## src/rtl/edge_detect_multi.sv

```systemverilog
// edge_detect_multi: N_CH independent edge-detect channels.
// Each channel runs this chain:
//   synchroniser -> debounce filter -> 4-state Moore FSM -> pulse and sticky event.
// Optional feature macro EDGE_DETECT_IRQ_EN adds irq_mask/irq, a registered
// OR of the masked sticky event flags.

module edge_detect_ch #(
    parameter int SYNC_STAGES = 2,
    parameter int FILT_CYC    = 3,
    parameter int PULSE_LEN   = 1
) (
    input  logic       clk,
    input  logic       rst,
    input  logic       in,
    input  logic [1:0] mode,
    input  logic       clr,
    output logic       pulse,
    output logic       level,
    output logic       event_o,
    output logic [1:0] dbg_state
);
    localparam int FW = $clog2(FILT_CYC + 1);
    localparam int PW = $clog2(PULSE_LEN + 1);

    typedef enum logic [1:0] {
        LOW  = 2'b00,
        RISE = 2'b01,
        HIGH = 2'b10,
        FALL = 2'b11
    } state_t;

    logic [SYNC_STAGES-1:0] sync;
    logic                   s;
    logic [FW-1:0]          fcnt;
    logic [PW-1:0]          pcnt;
    logic                   pdone;
    logic                   entry;
    state_t                 state, state_n;

    assign s = sync[SYNC_STAGES-1];

    // Synchroniser chain for the asynchronous input
    always_ff @(posedge clk or posedge rst) begin
        if (rst) sync <= '0;
        else     sync <= {sync[SYNC_STAGES-2:0], in};
    end

    // Debounce: level follows s only after FILT_CYC consecutive mismatching cycles
    always_ff @(posedge clk or posedge rst) begin
        if (rst) begin
            fcnt  <= '0;
            level <= 1'b0;
        end else if (s == level) begin
            fcnt  <= '0;
        end else if (fcnt == FW'(FILT_CYC - 1)) begin
            level <= s;
            fcnt  <= '0;
        end else begin
            fcnt  <= fcnt + 1'b1;
        end
    end

    assign pdone = (pcnt == PW'(PULSE_LEN - 1));
    assign entry = (state_n != state) && (state_n == RISE || state_n == FALL);

    // FSM state register
    always_ff @(posedge clk or posedge rst) begin
        if (rst) state <= LOW;
        else     state <= state_n;
    end

    // Next-state logic; an opposite level change aborts a running pulse
    always_comb begin
        state_n = state;
        case (state)
            LOW:  if (level) state_n = RISE;
            RISE: if (!level) state_n = FALL;
                  else if (pdone) state_n = HIGH;
            HIGH: if (!level) state_n = FALL;
            FALL: if (level) state_n = RISE;
                  else if (pdone) state_n = LOW;
            default: state_n = LOW;
        endcase
    end

    // Cycles spent in RISE/FALL; reloads on every entry so an abort restarts the count
    always_ff @(posedge clk or posedge rst) begin
        if (rst)                                 pcnt <= '0;
        else if (entry)                          pcnt <= '0;
        else if ((state == RISE || state == FALL) && !pdone)
                                                 pcnt <= pcnt + 1'b1;
    end

    // Moore output: state and mode only; mode 11 masks the pulse
    always_comb begin
        pulse = 1'b0;
        case (state)
            RISE:    pulse = (mode == 2'b00) || (mode == 2'b10);
            FALL:    pulse = (mode == 2'b01) || (mode == 2'b10);
            default: pulse = 1'b0;
        endcase
    end

    // Sticky event: a pulse beats a simultaneous clear so no event is lost
    always_ff @(posedge clk or posedge rst) begin
        if (rst)        event_o <= 1'b0;
        else if (pulse) event_o <= 1'b1;
        else if (clr)   event_o <= 1'b0;
    end

    assign dbg_state = state;
endmodule

module edge_detect_multi #(
    parameter int N_CH        = 4,
    parameter int SYNC_STAGES = 2,
    parameter int FILT_CYC    = 3,
    parameter int PULSE_LEN   = 1
) (
    input  logic                clk,
    input  logic                rst,
    input  logic [N_CH-1:0]     in,
    input  logic [2*N_CH-1:0]   mode,
    input  logic [N_CH-1:0]     clr,
`ifdef EDGE_DETECT_IRQ_EN
    input  logic [N_CH-1:0]     irq_mask,
    output logic                irq,
`endif
    output logic [N_CH-1:0]     pulse,
    output logic [N_CH-1:0]     level,
    output logic [N_CH-1:0]     event_o,
    output logic [2*N_CH-1:0]   dbg_state
);
    for (genvar g = 0; g < N_CH; g++) begin : g_ch
        edge_detect_ch #(
            .SYNC_STAGES (SYNC_STAGES),
            .FILT_CYC    (FILT_CYC),
            .PULSE_LEN   (PULSE_LEN)
        ) u_ch (
            .clk       (clk),
            .rst       (rst),
            .in        (in[g]),
            .mode      (mode[2*g +: 2]),
            .clr       (clr[g]),
            .pulse     (pulse[g]),
            .level     (level[g]),
            .event_o   (event_o[g]),
            .dbg_state (dbg_state[2*g +: 2])
        );
    end

`ifdef EDGE_DETECT_IRQ_EN
    // Registered interrupt: one cycle behind the masked sticky flags
    always_ff @(posedge clk or posedge rst) begin
        if (rst) irq <= 1'b0;
        else     irq <= |(event_o & irq_mask);
    end
`endif
endmodule
```

## config.mk

```make
export PLATFORM = sky130hd
export DESIGN_NAME = edge_detect_multi
export DESIGN_NICKNAME = d
export VERILOG_FILES = /design/src/rtl/edge_detect_multi.sv
export SDC_FILE = /design/constraint.sdc
export NUM_CORES = 1
export LEC_CHECK = 0
export ABC_CLOCK_PERIOD_IN_PS = 2800
export CAP_MARGIN = 20
export CELL_PAD_IN_SITES_DETAIL_PLACEMENT = 0
export CELL_PAD_IN_SITES_GLOBAL_PLACEMENT = 1
export CORE_MARGIN = 5
export CORE_UTILIZATION = 43
export CTS_BUF_LIST = sky130_fd_sc_hd__clkbuf_8
export DETAILED_ROUTE_END_ITERATION = 16
export GPL_ROUTABILITY_DRIVEN = 0
export PLACE_DENSITY_LB_ADDON = 0.1
export SYNTH_ARGS = -nofsm -noshare
export SYNTH_HDL_FRONTEND = slang
export SYNTH_SLANG_ARGS = --single-unit
```

## constraint.sdc

```tcl
create_clock -name clk -period 2.8 [get_ports clk]
set_input_delay 0.56 -clock clk [delete_from_list [all_inputs] [get_ports clk]]
set_output_delay 0.56 -clock clk [all_outputs]
set_load 0.05 [all_outputs]
```

==> results.py <==
metrics = {
    "outcome": {
        "outcome": "finished clean",
    },
    "yosys": {
        "syn_inst": 117,
        "synth_area_per_cell_sq_um": 13.04,
        "synth.distinct_cells": 15,
        "yosysWarningCount": 0,
        "ys_seq_area_frac": 0.5906,
        "synth_seq_cells": 36,
        "netlist_top_cells_area": "dfrtp_1, buf_4, mux2_2",
        "yosysTopAreaCellShare": 0.5906,
        "yosys.area.top_type": "dfrtp_1",
        "synth_area_sq_um": 1525,
        "synth_nets": 135,
    },
    "critical_path": {
        "path_max_fanout": 7,
        "worstPathArrival_ns": 1.59,
        "cpLargestDelayFamily": "buffers and inverters",
        "crit_buf_inv": 1,
        "critPathLaunchType": "flip-flop",
        "path_cells": "clkdlybuf4s50_1",
        "worstSetupPathType": "flip-flop to primary output",
        "critPathSlowestCell": "clkdlybuf4s50_1",
        "required_ns": 2.24,
        "slowest_delay_ns": 0.84,
        "cp-end-kind": "primary output",
    },
    "detailed_routing": {
        "drt-vias-per-instance": 4.817,
        "vias": 949,
        "wl_per_cell_um": 12.26,
        "drtIter0Drc": 24,
        "drc": 0,
        "drt_first_pass_iters": 3,
        "finalWirelength_um": 2415,
        "ant_nets": 0,
    },
    "floorplanning": {
        "start_util": 0.4500,
        "die-area_sq_um": 4838,
        "core_area_sq_um": 3390,
        "chipWidth_um": 69.56,
        "ios": 38,
        "fp.dieH_um": 69.56,
        "rows": 21,
    },
    "clocking": {
        "cts_setup_buffers": 0,
        "clk_pin_slew_ns": 0.07,
        "clock_latency_ns": 0.28,
        "cts.root.buffer_cell": "clkbuf_8",
        "h-tree-depth": 2,
        "postCtsHoldBufs": 0,
        "cts_buffers": 5,
        "clkSinkCount": 36,
        "clockBufferDepth": 2,
        "cts_tree": "yes",
        "cts_resized": 0,
    },
    "final_layout": {
        "mostFrequentLayoutCells": "dfrtp_1, clkdlybuf4s50_1",
        "antenna_cells": 0,
        "fin_area_sq_um": 1951,
        "drive_gt1_frac": 0.1258,
        "final_common_cell": "dfrtp_1",
        "nNetsFinal": 168,
        "area_delta_synth_final_pct": 27.89,
    },
    "global_route": {
        "grt_max_degree": 37,
        "antenna_found_initial": 0,
        "grt.total_usage": 0.1133,
        "busiest_layer": "met2",
        "grtUsageMet3": 0.03913,
        "use_met2": 0.1822,
        "grt-ovfl-total": 0,
        "grt_pass1_vias": 1018,
        "use_met1": 0.1304,
        "grt_pass1_wl_um": 4402,
    },
    "timing": {
        "setup_viol": 0,
        "hold-worst-slack_ns": 0.3513,
        "grt_setup_unrepaired": "false",
        "hold_viol_final": 0,
        "period_minus_slack_ns": 2.147,
        "finClkSkew_ns": 0.005309,
        "setup_tns_ns": 0,
        "tightest_slew_ns": 0.5062,
        "max_freq_ghz": 0.4658,
        "drv_slew": 0,
        "fin_crit_sh": 0.7668,
        "relSlewSlack": 0.6615,
    },
    "pwr": {
        "p_leak_nw": 0.8311,
        "combPwrFrac": 0.491,
        "internal_power_mw": 1.379,
        "clock_power_share": 0.145,
        "finalPower_mw": 2.474,
        "p_switching_mw": 1.095,
        "power.density_nw_per_um2": 1268,
        "sequentialPowerShare": 0.363,
        "switching_share": 0.4426,
        "ir_drop_uv": 691.6,
    },
    "place": {
        "dpl.hpwl_um": 1754,
        "portBuffers": 37,
        "place_area_sq_um": 1861,
    },
    "min_path": {
        "hold_path.class": "flip-flop to flip-flop",
    },
    "job": {
        "maxCapViolations": 0,
    },
}
-- flip-flops by register name (all words and copies together) (netlist names) --
signal / cells
g_ch.u_ch.dbg_state: 8
g_ch.u_ch.fcnt: 8
g_ch.u_ch.sync: 8
g_ch.u_ch.event_o: 4
g_ch.u_ch.level: 4
g_ch.u_ch.pcnt: 4
-- cell usage after synthesis (all sizes together) --
library cell,count
buf,12
nor2b,8
o21ai,4
xor2,4
mux2,12
nand4b,4
nand2b,8
nor3b,8
xnor2,4
inv,5
nor3,4
mux2i,4
o221ai,4
dfrtp,36
-- logic make-up (layout without fill, tap and decap cells) --
family,after synthesis,after routing,synth area share
compound gates,8,8,0.03609
xor+xnor,8,8,0.04593
buf+inv,17,51,0.07137
simple gates,32,32,0.1411
mux,16,16,0.1148
flops,36,36,0.5906
-- routing by layer --
layer / vias up / wire, um
li1: 455 / -
met5: - / 0
met3: 5 / 132
met1: 465 / 1064
met2: 24 / 1169
met4: 0 / 48
-- path summary, 6_finish.rpt --
path | startpoint | end | slack [ns] | depth (start not counted)
setup / recovery | g_ch[1].u_ch.dbg_state[0] | dbg_state[2] | 0.65 | 1
hold / removal | g_ch[0].u_ch.sync[0] | g_ch[0].u_ch.sync[1] | 0.35 | 0
setup reg to reg | g_ch[3].u_ch.level | g_ch[3].u_ch.dbg_state[0] | 1.66 | 2
hold reg to reg | g_ch[0].u_ch.sync[0] | g_ch[0].u_ch.sync[1] | 0.35 | 0
max in group asynchronous | rst | g_ch[0].u_ch.dbg_state[1] | 1.81 | 3
min in group asynchronous | rst | g_ch[0].u_ch.fcnt[0] | 0.68 | 3
-- layout make-up --
class / count / area (sq um)
sequential: 36 / 900.9
clock buffer: 6 / 82.58
multi-input combinational: 64 / 515.5
clock inverter: 2 / 7.507
fill: 299 / 1439
inverter: 5 / 18.77
timing repair buffer: 38 / 367.9
tap: 46 / 57.56
-- power groups by stage --
stage	logic [mW]	clock network, mW	registers, mW
after detailed placement	1.23	0	0.913
final	1.22	0.360	0.899
after floorplan	0.788	0	1.07
after global placement	1.21	0	0.893
after CTS	1.23	0.370	0.906
after global routing	1.30	0.390	0.942
-- per-stage QoR --
| stage | utilization | std cells | worst slack [ns] |
|---|---|---|---|
| after floorplan | - | 117 | 1.080 |
| after global placement | 0.5489 | 189 | 0.7835 |
| after detailed placement | 0.5489 | 189 | 0.7419 |
| after CTS | 0.5755 | 197 | 0.6376 |
| after global routing | 0.5755 | 197 | 0.5915 |
| final | 0.5755 | 197 | 0.6530 |
(Power assumes the default switching activity.)
